--- src/rtl/rv32i_pkg.sv ---
// Shared RV32I fetch-side definitions: widths, NOP encoding, fetch states and queue payload.
package rv32i_pkg;

  localparam int unsigned XLEN = 32;
  localparam int unsigned ILEN = 32;

  // addi x0, x0, 0
  localparam logic [ILEN-1:0] RV_NOP = 32'h0000_0013;

  typedef enum logic {
    S_FETCH = 1'b0,
    S_DRAIN = 1'b1
  } fetch_state_t;

  typedef struct packed {
    logic [XLEN-1:0] addr;
    logic [ILEN-1:0] data;
  } fetch_entry_t;

  // Sequential word address; wraps modulo 2^32.
  function automatic logic [XLEN-1:0] next_word(input logic [XLEN-1:0] a);
    return a + XLEN'(4);
  endfunction

endpackage

--- src/rtl/inst_fetch_unit_fetch_queue.sv ---
// In-order FIFO of fetched {addr, data} words; flush wins over push and pop.
module fetch_queue
  import rv32i_pkg::*;
#(
  parameter int unsigned DEPTH = 4
) (
  input  logic                       clk,
  input  logic                       rst,
  input  logic                       push,
  input  fetch_entry_t               push_data,
  input  logic                       pop,
  input  logic                       flush,
  output logic                       full,
  output logic                       empty,
  output logic [$clog2(DEPTH):0]     count,
  output fetch_entry_t               head
);

  localparam int unsigned CW = $clog2(DEPTH) + 1;
  localparam int unsigned PW = (DEPTH > 1) ? $clog2(DEPTH) : 1;

  fetch_entry_t  mem [DEPTH];
  logic [PW-1:0] rd_ptr;
  logic [PW-1:0] wr_ptr;
  logic [CW-1:0] cnt;
  logic          do_push;
  logic          do_pop;

  // Pointer increment that also handles non-power-of-two depths.
  function automatic logic [PW-1:0] bump(input logic [PW-1:0] p);
    return (p == PW'(DEPTH - 1)) ? '0 : p + PW'(1);
  endfunction

  assign do_push = push && (cnt != CW'(DEPTH));
  assign do_pop  = pop && (cnt != '0);

  always_ff @(posedge clk) begin
    if (!rst) begin
      rd_ptr <= '0;
      wr_ptr <= '0;
      cnt    <= '0;
    end else if (flush) begin
      rd_ptr <= '0;
      wr_ptr <= '0;
      cnt    <= '0;
    end else begin
      if (do_push) wr_ptr <= bump(wr_ptr);
      if (do_pop)  rd_ptr <= bump(rd_ptr);
      cnt <= cnt + CW'(do_push) - CW'(do_pop);
    end
  end

  // Storage needs no reset; validity is tracked by cnt.
  always_ff @(posedge clk) begin
    if (rst && !flush && do_push) mem[wr_ptr] <= push_data;
  end

  assign head  = mem[rd_ptr];
  assign empty = (cnt == '0);
  assign full  = (cnt == CW'(DEPTH));
  assign count = cnt;

endmodule

--- src/rtl/inst_fetch_unit.sv ---
// Instruction fetch: credit-limited sequential prefetch, redirect on pc mismatch, NOP bubbles on stall.
module inst_fetch_unit
  import rv32i_pkg::*;
#(
  parameter int unsigned     DEPTH    = 4,
  parameter logic [ILEN-1:0] NOP_INST = RV_NOP,
  parameter logic [XLEN-1:0] RESET_PC = 32'h0000_0000
) (
  input  logic            clk,
  input  logic            rst,
  input  logic [XLEN-1:0] pc,
  output logic            imem_req_valid,
  input  logic            imem_req_ready,
  output logic [XLEN-1:0] imem_req_addr,
  input  logic            imem_resp_valid,
  input  logic [ILEN-1:0] imem_resp_data,
  output logic [ILEN-1:0] inst,
  output logic            inst_valid,
  output logic            fetch_stall
);

  localparam int unsigned CW = $clog2(DEPTH) + 1;

  fetch_state_t    state;
  logic [XLEN-1:0] fpc;
  logic [XLEN-1:0] exp_pc;
  logic [XLEN-1:0] tail_pc;
  logic [CW-1:0]   outstanding;
  logic [CW-1:0]   discard_cnt;

  logic [CW-1:0]   occupancy;
  logic [CW:0]     used;
  logic            q_full;
  logic            q_empty;
  logic            q_push;
  fetch_entry_t    q_head;
  fetch_entry_t    q_in;

  logic            redirect;
  logic            credit_ok;
  logic            req_fire;
  logic            resp_ok;
  logic [CW-1:0]   outstanding_dec;
  logic [CW-1:0]   discard_dec;

  assign redirect  = (state == S_FETCH) && (pc != exp_pc);
  assign used      = {1'b0, occupancy} + {1'b0, outstanding};
  assign credit_ok = !q_full && (used < (CW+1)'(DEPTH));

  assign imem_req_valid = rst && (state == S_FETCH) && !redirect && credit_ok;
  assign imem_req_addr  = fpc;
  assign req_fire       = imem_req_valid && imem_req_ready;

  // A response with nothing in flight belongs to a request lost across reset.
  assign resp_ok         = rst && imem_resp_valid && (outstanding != '0);
  assign outstanding_dec = outstanding - CW'(resp_ok);
  assign discard_dec     = discard_cnt - CW'(resp_ok);

  assign q_push = (state == S_FETCH) && !redirect && resp_ok;
  assign q_in   = '{addr: tail_pc, data: imem_resp_data};

  assign inst_valid  = rst && (state == S_FETCH) && !q_empty && (q_head.addr == pc);
  assign inst        = inst_valid ? q_head.data : NOP_INST;
  assign fetch_stall = !inst_valid;

  fetch_queue #(
    .DEPTH (DEPTH)
  ) u_queue (
    .clk       (clk),
    .rst       (rst),
    .push      (q_push),
    .push_data (q_in),
    .pop       (inst_valid),
    .flush     (redirect),
    .full      (q_full),
    .empty     (q_empty),
    .count     (occupancy),
    .head      (q_head)
  );

  always_ff @(posedge clk) begin
    if (!rst) begin
      state       <= S_FETCH;
      fpc         <= RESET_PC;
      exp_pc      <= RESET_PC;
      tail_pc     <= RESET_PC;
      outstanding <= '0;
      discard_cnt <= '0;
    end else begin
      case (state)
        S_FETCH: begin
          if (redirect) begin
            // Everything still in flight (minus a word landing now) is stale.
            outstanding <= outstanding_dec;
            discard_cnt <= outstanding_dec;
            fpc         <= pc;
            exp_pc      <= pc;
            tail_pc     <= pc;
            state       <= (outstanding_dec != '0) ? S_DRAIN : S_FETCH;
          end else begin
            outstanding <= outstanding + CW'(req_fire) - CW'(resp_ok);
            if (req_fire)   fpc     <= next_word(fpc);
            if (resp_ok)    tail_pc <= next_word(tail_pc);
            if (inst_valid) exp_pc  <= next_word(exp_pc);
          end
        end
        S_DRAIN: begin
          // Track pc so a further redirect needs no extra discard.
          outstanding <= outstanding_dec;
          discard_cnt <= discard_dec;
          fpc         <= pc;
          exp_pc      <= pc;
          tail_pc     <= pc;
          if (discard_dec == '0) state <= S_FETCH;
        end
        default: state <= S_FETCH;
      endcase
    end
  end

  // Credit rule keeps the queue from ever overflowing on a response.
  a_credit: assert property (@(posedge clk) disable iff (!rst)
    used <= (CW+1)'(DEPTH));

endmodule

--- config.mk ---
export PLATFORM = sky130hd
export DESIGN_NAME = inst_fetch_unit
export DESIGN_NICKNAME = d
export VERILOG_FILES = /design/src/rtl/rv32i_pkg.sv /design/src/rtl/inst_fetch_unit_fetch_queue.sv /design/src/rtl/inst_fetch_unit.sv
export SDC_FILE = /design/constraint.sdc
export NUM_CORES = 1
export LEC_CHECK = 0
export BUFFER_PORTS_ARGS = -buffer_cell sky130_fd_sc_hd__buf_2
export CORE_UTILIZATION = 40
export CTS_CLUSTER_SIZE = 20
export DETAILED_ROUTE_END_ITERATION = 7
export PLACE_DENSITY = 0.66
export SLEW_MARGIN = 20
export SYNTH_ARGS = -nofsm -noshare
export SYNTH_HDL_FRONTEND = slang
export SYNTH_HIERARCHICAL = 1
export SYNTH_SLANG_ARGS = --single-unit
--- constraint.sdc ---
create_clock -name clk -period 5.14 [get_ports clk]
set_clock_uncertainty 0.1 [all_clocks]
set_input_delay 0 -clock clk [delete_from_list [all_inputs] [get_ports clk]]
set_output_delay 0 -clock clk [all_outputs]
set_load 0.005 [all_outputs]
==> out/metrics.csv <==
stage;metric;value;unit
status;status;complete, no violations;
grt;initial antenna violation count;1;
clock_network;Worst-Skew Late Latency;540;ps
sta;slew margin rel.;31.4;%
floorplan;Die Y;202;um
synth;library cells used by synthesis;59;
synth;Synth Warn #;6;
grt;Top Usage Layer GRT;met2;
detailed_routing;TritonRoute pass-1 iters;5;
sta;RSZ-0062 raised after global routing;false;
synth;synthesized flop and latch total;364;
synth;Avg Cell Area, Syn;13.9;um^2
sta;Worst Max-Slew Pin Slew;1030;ps
floorplan;Rows;72;
finish;antenna cells;0;
detailed_routing;DRC viols;0;
grt;first-pass GRT wire length;60500;um
finish;Final Core Density;49.1;%
synth;Post-Synthesis Cell Area;16000;um^2
detailed_routing;total number of vias;10500;
sta;Tmin final;4290;ps
worst_setup_path;crit path kind;flop to flop;
sta;count of pins over their slew limit;0;
synth;Cells after Synth;1146;
worst_setup_path;CP max FO;24;
clock_network;Sink Count;364;
floorplan;die width;202;um
power;worst vdd ir;283;uV
grt;met3 Track Usage GR;4.05;%
placement;placer congestion estimate;0.955;
worst_setup_path;Critical Path AT;4640;ps
finish;area delta synth->final;20.0;%
floorplan;die area;40700;um^2
sta;f_max;233;MHz
grt;vias in the first global route;10400;
synth;cell taking the most area after synthesis;edfxtp_1;
grt;total gr overflow;0;
detailed_routing;routed vias/inst;5.54;
finish;Nets;1442;
grt;largest net degree at the start of global routing;65;
sta;setup TNS;0;ps
clock_network;htree depth;2;
finish;layout cells sized above 1;21.7;%
placement;placed cells;1765;
clock_network;post-CTS sizing;0;
floorplan;Starting Density;40.9;%
power;overall power;6.16;mW
grt;GR Util All Layers;19.3;%
synth;Yosys top cell area share;48.2;%
clock_network;CTS tree;done;
synth;sequential share of the synthesized area;61.7;%
floorplan;area of the core;39000;um^2
detailed_routing;WL per Instance;20.8;um
grt;global routing usage on met2;30.5;%
sta;Final Hold Viols;0;
clock_network;CTS buffer count;39;
clock_network;clock slew at the register clock pins of the worst setup and hold paths;60;ps
worst_setup_path;Setup crit start kind;flop;
detailed_routing;final WL;39600;um
floorplan;# IOs;135;
detailed_routing;Iter 0 DRT Violations;918;
synth;Synthesized Nets;1234;
synth;commonest register cell after synthesis;edfxtp_1;
hold_path;hold wc startpoint;pc[31];
sta;Fin Hold WS;14.3;ps
synth;fraction of registers with async set or reset after synthesis;0;%
clock_network;CTS Root Cell;clkbuf_16;
synth;EDFF count, synth;256;
power;PD cells;322;nW/um^2
placement;Detailed Place HPWL;26800;um
placement;Port Buffers;134;
finish;Filler cells;3325;
hold_path;Hold Path Class;input pin to flop;
job;max_cap viols;0;
synth;Area contributors post-synth;edfxtp_1 (48%), dfxtp_1 (14%), mux4_2 (9.0%);
sta;crit share post-route;83.4;%
worst_setup_path;Worst Setup End Kind;flop;
detailed_routing;Antenna Nets Post-Route;0;
clock_network;clock buffer depth;3;
finish;sequential cell area;9850;um^2
sta;final number of setup-violating endpoints;0;
finish;area of the multi-input gates;5780;um^2
worst_setup_path;Worst EP required;5500;ps
power;leak pwr;6.71;nW
grt;met1 Resource Use GR;27.3;%
finish;Layout Cells excl Fill;1901;
Yosys cell counts (22+ instances only):
cell type	count
nor2_1	29
nand4_1	38
o21ai_0	27
edfxtp_1	256
xnor2_1	52
and2_1	42
nand3_1	45
nor4_1	28
a22oi_1	22
clkbuf_1	39
a21oi_1	33
dfxtp_1	108
nand2_1	65
mux4_2	64
xor2_1	77
inv_1	26
path summary, 6_finish.rpt:
path | end | slack (ps) | depth (start not counted)
hold / removal | imem_req_addr[31] | 10 | 3
hold reg to reg | flop | 410 | 2
setup / recovery | u_queue/count[2] | 850 | 17
setup reg to reg | u_queue/count[2] | 850 | 17
critical path, stage by stage, from the launching register on:
cell and delay (ps):
dfxtp_4 650, buf_4 260, mux4_2 520, xor2_1 150
nor4_1 400, nand4_1 130, buf_4 210, nor3_4 220
o31ai_1 180, inv_1 90, ha_1 220, inv_1 50
ha_1 130, inv_1 50, fa_1 370, xor2_1 160
and2_2 200, nor3_1 110
through the flow:
step           setup slack, ps  area, um^2
5_1_grt                    469       19100
3_5_place_dp               817       17300
6_report                   855       19100
4_1_cts                    799       19100
2_1_floorplan              665       16000
3_3_place_gp               855       17300
where the power goes:
part / internal [mW] / total, mW / leakage [nW] / switching [mW]
clock network: 1.51 / 2.67 / 0.597 / 1.16
logic: 0.121 / 0.253 / 2.77 / 0.131
registers: 3.17 / 3.24 / 3.34 / 0.0685
state kept, by name, indices dropped and copies added (netlist names), named ones only:
register and cells:
tail_pc 30, exp_pc 30, u_queue/wr_ptr 2, u_queue/count 3
imem_req_addr 32, state 1, discard_cnt 3, outstanding 3
u_queue/mem 256, u_queue/rd_ptr 2
layout make-up:
cell class | instances | area share [%]
Clock inverter | 23 | 1.01
Inverter | 26 | 0.510
Timing Repair Buffer | 224 | 8.16
Clock buffer | 47 | 5.26
Tap cell | 518 | 3.39
Multi-Input combinational cell | 699 | 30.2
Sequential cell | 364 | 51.5
kinds of logic (layout without fill, tap and decap cells):
kind of cell,count (synthesis),in the layout,share of synthesized area (%)
adders and majority gates,20,20,1.66
AOI/OAI and AO/OA,149,149,6.25
and+or+nand+nor,334,334,11.7
buffers and inverters,83,320,2.29
muxes,67,67,9.23
DFF,364,364,61.7
xor gates and xnor gates,129,129,7.08
timing repair:
item | CTS | global route
hold buffers | 66 | 0
buffers inserted | 0 | 0
hold endpoints to repair | 212 | 0
placed cells by master (no fill, tap or decap), types with 7 or more instances in the layout:
cell type      count
nor4_1            27
or3_1             15
or4_1             11
edfxtp_1         256
mux4_2            64
o21ai_0           27
and3_1            12
a21oi_1           33
nand2_1           65
xor2_1            77
nand4_1           38
clkbuf_1           8
nand3_1           45
clkinv_2          10
dlygate4sd3_1     66
inv_1             26
nor3_1             8
a31oi_1           17
xnor2_1           52
a22oi_1           22
and2_1            42
dfxtp_1          106
o31ai_1           12
buf_2            134
buf_4             20
nor2_1            29
clkbuf_16         39
ha_1              18
clkinv_1           7
and4_1            13
layer usage:
| metal | up-vias | wire length [um] |
|---|---|---|
| met1 | 5244 | 17700 |
| met3 | 55 | 2950 |
| met2 | 394 | 18200 |
| li1 | 4845 | - |
| met4 | 0 | 651 |
| met5 | - | 0 |
No activity file was read; power rests on OpenSTA's default activity.
